$ cat src/rtl/hold_ctrl.sv
// rtl/hold_ctrl.sv - pipeline hold/flush controller for bus, MDU, jump and load-use hazards
module hold_ctrl #(
  parameter int BUS_TIMEOUT = 255
) (
  input  logic        clk,
  input  logic        rst_n,
  input  logic        ex_is_load_i,
  input  logic [4:0]  ex_w_reg_addr_i,
  input  logic [4:0]  id_r_reg_addr_1_i,
  input  logic [4:0]  id_r_reg_addr_2_i,
  input  logic        id_r_reg_en_1_i,
  input  logic        id_r_reg_en_2_i,
  input  logic        jump_flag_i,
  input  logic [31:0] jump_addr_i,
  input  logic        mdu_start_i,
  input  logic        mdu_done_i,
  input  logic        bus_req_i,
  input  logic        bus_ack_i,
  output logic        pc_hold_o,
  output logic        pc_jump_o,
  output logic [31:0] pc_jump_addr_o,
  output logic [1:0]  hold_if_id_o,
  output logic [1:0]  hold_id_ex_o,
  output logic [1:0]  hold_ex_mem_o,
  output logic [1:0]  hold_mem_wb_o,
  output logic        bus_err_o,
  output logic [31:0] stall_cnt_o
);

  typedef logic [1:0] holdpip_bus;
  localparam holdpip_bus hold_none  = 2'b00;
  localparam holdpip_bus hold_wait  = 2'b01;
  localparam holdpip_bus hold_flush = 2'b10;

  localparam logic [7:0] TMO_LAST = 8'(BUS_TIMEOUT - 1);

  typedef enum logic [1:0] {
    IDLE     = 2'b00,
    BUS_WAIT = 2'b01,
    MDU_BUSY = 2'b10
  } state_t;

  state_t      state, state_n;
  logic [7:0]  tmo_cnt, tmo_cnt_n;
  logic        bus_tmo;
  logic        bus_stall;
  logic        mdu_stall;
  logic        load_use;
  logic        in_idle;
  logic        hold_raw;

  assign in_idle = (state == IDLE);

  // A timeout cycle is not a stall: holds drop while the error pulses.
  assign bus_tmo   = (state == BUS_WAIT) && !bus_ack_i && (tmo_cnt == TMO_LAST);
  assign bus_stall = (in_idle && bus_req_i && !bus_ack_i) ||
                     ((state == BUS_WAIT) && !bus_ack_i && !bus_tmo);
  assign mdu_stall = (in_idle && mdu_start_i && !mdu_done_i) ||
                     ((state == MDU_BUSY) && !mdu_done_i);

  assign load_use = ex_is_load_i && (ex_w_reg_addr_i != 5'd0) &&
                    ((id_r_reg_en_1_i && (id_r_reg_addr_1_i == ex_w_reg_addr_i)) ||
                     (id_r_reg_en_2_i && (id_r_reg_addr_2_i == ex_w_reg_addr_i)));

  assign hold_raw = bus_stall || mdu_stall || (in_idle && !jump_flag_i && load_use);

  always_ff @(posedge clk or negedge rst_n) begin
    if (!rst_n) begin
      state       <= IDLE;
      tmo_cnt     <= 8'd0;
      stall_cnt_o <= 32'd0;
    end else begin
      state   <= state_n;
      tmo_cnt <= tmo_cnt_n;
      if (hold_raw) begin
        stall_cnt_o <= stall_cnt_o + 32'd1;
      end
    end
  end

  always_comb begin
    state_n   = state;
    tmo_cnt_n = 8'd0;
    case (state)
      IDLE: begin
        if (bus_stall) begin
          state_n = BUS_WAIT;
        end else if (mdu_stall) begin
          state_n = MDU_BUSY;
        end
      end
      BUS_WAIT: begin
        if (bus_ack_i || bus_tmo) begin
          state_n = IDLE;
        end else begin
          tmo_cnt_n = tmo_cnt + 8'd1;
        end
      end
      MDU_BUSY: begin
        if (mdu_done_i) begin
          state_n = IDLE;
        end
      end
      default: state_n = IDLE;
    endcase
  end

  // Outputs are forced quiet while reset is held, independent of inputs.
  always_comb begin
    pc_hold_o      = 1'b0;
    pc_jump_o      = 1'b0;
    pc_jump_addr_o = 32'd0;
    hold_if_id_o   = hold_none;
    hold_id_ex_o   = hold_none;
    hold_ex_mem_o  = hold_none;
    hold_mem_wb_o  = hold_none;
    bus_err_o      = 1'b0;
    if (rst_n) begin
      if (bus_stall) begin
        pc_hold_o     = 1'b1;
        hold_if_id_o  = hold_wait;
        hold_id_ex_o  = hold_wait;
        hold_ex_mem_o = hold_wait;
        hold_mem_wb_o = hold_wait;
      end else if (bus_tmo) begin
        bus_err_o = 1'b1;
      end else if (mdu_stall) begin
        pc_hold_o     = 1'b1;
        hold_if_id_o  = hold_wait;
        hold_id_ex_o  = hold_wait;
        hold_ex_mem_o = hold_flush;
      end else if (in_idle && jump_flag_i) begin
        pc_jump_o      = 1'b1;
        pc_jump_addr_o = jump_addr_i;
        hold_if_id_o   = hold_flush;
        hold_id_ex_o   = hold_flush;
      end else if (in_idle && load_use) begin
        pc_hold_o    = 1'b1;
        hold_if_id_o = hold_wait;
        hold_id_ex_o = hold_flush;
      end
    end
  end

endmodule
$ cat config.mk
export PLATFORM = sky130hd
export DESIGN_NAME = hold_ctrl
export DESIGN_NICKNAME = d
export VERILOG_FILES = /design/src/rtl/hold_ctrl.sv
export SDC_FILE = /design/constraint.sdc
export NUM_CORES = 1
export LEC_CHECK = 0
export CAP_MARGIN = 20
export CORE_ASPECT_RATIO = 1.2
export CORE_MARGIN = 4
export CORE_UTILIZATION = 28
export CTS_CLUSTER_DIAMETER = 120
export DETAILED_ROUTE_END_ITERATION = 10
export HOLD_SLACK_MARGIN = 0.06
export PLACE_DENSITY = 0.72
export RECOVER_POWER = 25
export SLEW_MARGIN = 15
export SYNTH_ARGS = -nofsm -noshare
export SYNTH_HDL_FRONTEND = slang
export SYNTH_SLANG_ARGS = --single-unit
$ cat constraint.sdc
create_clock -name clk -period 4.9 [get_ports clk]
set_input_delay 0.98 -clock clk [delete_from_list [all_inputs] [get_ports clk]]
set_output_delay 0.98 -clock clk [all_outputs]
set_load 0.02 [all_outputs]
==> impl_metrics.yaml <==
clocking:
  clkSinkCount: 42
  cts_max_level: 2
  insertion_delay_ps: 300
  clockBufferDepth: 2
  hold_buffers: 0
  cts_buffers: 5
  cts_root_buffer: "clkbuf_8"
  post_cts_resize_count: 0
  clk_pin_slew_ps: 80
  cts_tree: "done"
  cts_setup_buffers: 0
placement:
  hpwl_um: 6440
  place_area_um2: 3880
  numPlacedInstances: 495
  gp_congestion: 0.775
  port_buffers: 130
cells_and_area:
  post-route-cell-area_um2: 4020
  nets: 445
  area_delta_synth_final_pct: 60.3
  fin_cells: 503
  fill_cells: 838
  final_cell_mix: "129 x clkdlybuf4s50_1, 42 x dfrtp_1, 34 x and2_1"
  layout_commonest_cell: "clkdlybuf4s50_1"
  antenna_cells: 0
  layout-drive-gt1-share_pct: 5.44
sta:
  drv_slew: 42
  grt_setup_unrepaired: "false"
  period_needed_ps: 4300
  tns_ps: 0
  fin_worst_skew_ps: 13.0
  fin_crit_sh_pct: 87.8
  worst_pin_slew_ps: 2220
  hold_viol: 0
  final-setup-viol-count: 0
  maxSlewHeadroom_pct: -48.1
  fmax_mhz: 233
  whs_ps: 480
synthesis:
  synth_ff_type: "dfrtp_1"
  yosys_warnings: 0
  synth.avg_cell_area_um2: 9.69
  async_flop_share_pct: 100
  synth_fp_nets: 319
  netlist_area_um2: 2510
  synthTopCellsByArea: "dfrtp_1 42%, xor2_1 11%, and2_1 8.5%, xnor2_1 5.6%, nor2_1 3.6%"
  synth.top_cell.area_share_pct: 41.9
  ys_ff_latch: 42
  synth.distinct_cells: 37
  synth_top_cell_by_area: "dfrtp_1"
  synth_edf_count: 0
  yosysSeqAreaShare_pct: 41.9
  synthCells: 259
setup_path:
  r2r_start: "stall_cnt_o[5]"
  reg2reg_to: "stall_cnt_o[26]"
  crit_path_max_fanout: 34
  start_kind: "input port"
  critPathArrivalTime_ps: 3320
  required_ps: 3920
  cp-end-kind: "output port"
  r2r_cells: 5
  regToRegSetupSlack_ps: 2600
  critPathKind: "input port to output port"
flow_run:
  maxCapViolCount: 1
global_route:
  antenna_found_initial: 0
  grt_max_degree: 42
  grt_pass1_vias: 2339
  grt.overflow.total: 0
  grt_pass1_wl_um: 12300
  grtUsageTotal_pct: 14.7
floorplan:
  chipWidth_um: 94.4
  dieArea_um2: 10500
  rows: 37
  num_io_pins: 132
  die_h_um: 112
  start_util_pct: 29.0
  core_area_um2: 8660
route:
  drc: 0
  drt_pass1_iterations: 4
  viasPerCell: 4.66
  routedWlPerCell_um: 16.0
  antenna_left: 0
  drt_wl_total_um: 8050
  num_vias: 2343
  drtIter0Drc: 81
power:
  power.density_nw_per_um2: 287
  power_frac_seq_pct: 39.1
  switching_share_pct: 31.1
  p_leak_nw: 1.61
  clkPwrFrac_pct: 29.3
  p_comb_share_pct: 31.6
  power.switching_mw: 0.360
  peakVddDrop_mv: 0.160
  intPower_mw: 0.795
run_status:
  violations: "max-capacitance violations, max-slew violations"
  status: "finished with violations"
worst_hold_path:
  whs_path_depth: 1
  hold_path_class: "register to register"
  hp-start: "stall_cnt_o[31]"
  min_to: "stall_cnt_o[31]"
-- critical path, cell delays in order --
cell and delay [ps]:
clkdlybuf4s50_1 400, o21ai_0 500, nand4_1 210, nor2_1 130
buf_4 260, and2_1 200, clkdlybuf4s50_1 630
-- cell usage after synthesis (5+ instances only) --
cell type,number
and3_1,5
dfrtp_1,42
clkbuf_1,7
xor2_1,31
and2_1,34
nor4_1,13
nor2_1,24
nand4_1,10
nand3_1,14
inv_1,6
nand2_1,11
xnor2_1,16
-- stage by stage --
step / setup WS [ps] / power, mW / utilization (%)
after floorplan: 1450 / 0.628 / -
final: 600 / 1.15 / 46.5
after global routing: 411 / 1.21 / 46.5
after detailed placement: 595 / 0.831 / 44.9
after global placement: 627 / 0.823 / 44.9
after CTS: 585 / 1.17 / 46.5
-- worst max-delay path by stage --
stage,startpoint,end,slack [ps],cells past startpoint
finish,bus_req_i,pc_jump_addr_o[9],600,7
global route,bus_req_i,pc_jump_addr_o[3],410,7
CTS,bus_req_i,pc_jump_addr_o[3],590,7
detailed placement,bus_req_i,pc_jump_addr_o[3],600,7
global placement,bus_req_i,pc_jump_addr_o[3],630,7
floorplan,bus_req_i,pc_jump_addr_o[22],1450,5
-- logic make-up (layout without fill, tap and decap cells) --
kind of cell             Yosys count  in the layout  synth area share, %
AO/OA/AOI/OAI                      8              8                 2.94
XOR/XNOR                          47             47                 16.4
adder cells (fa/ha/maj)            3              3                 1.50
buffers and inverters             20            147                 4.49
flip-flops                        42             42                 41.9
multiplexers                       1              1                0.449
other                              1              1                0.149
AND/OR/NAND/NOR                  137            137                 32.2
-- per-layer routing --
metal	global-route usage [%]	wire length [um]	up-vias
li1	-	-	1133
met1	17.5	3320	1092
met2	26.7	3970	113
met3	3.72	728	5
met4	2.60	42	0
met5	0	0	-
-- state kept, by name (all words and copies together) (netlist names) --
name	cells
stall_cnt_o	32
state	2
tmo_cnt	8
-- power groups by stage --
stage	registers [mW]	logic, mW	clock network (mW)
floorplan	0.498	0.130	0
global placement	0.456	0.367	0
detailed placement	0.460	0.371	0
CTS	0.453	0.373	0.344
global route	0.461	0.392	0.359
finish	0.452	0.365	0.338
-- cell type report --
class	instances	area, um^2	area share, %
inverters	6	22.5	0.560
flip-flops and latches	42	1050	26.1
well taps	117	146	3.64
multi-input cells	197	1350	33.5
clock inverters	2	60.1	1.49
repair buffers	133	1310	32.7
clock buffers	6	82.6	2.05
Power figures use the tool's default switching activity.
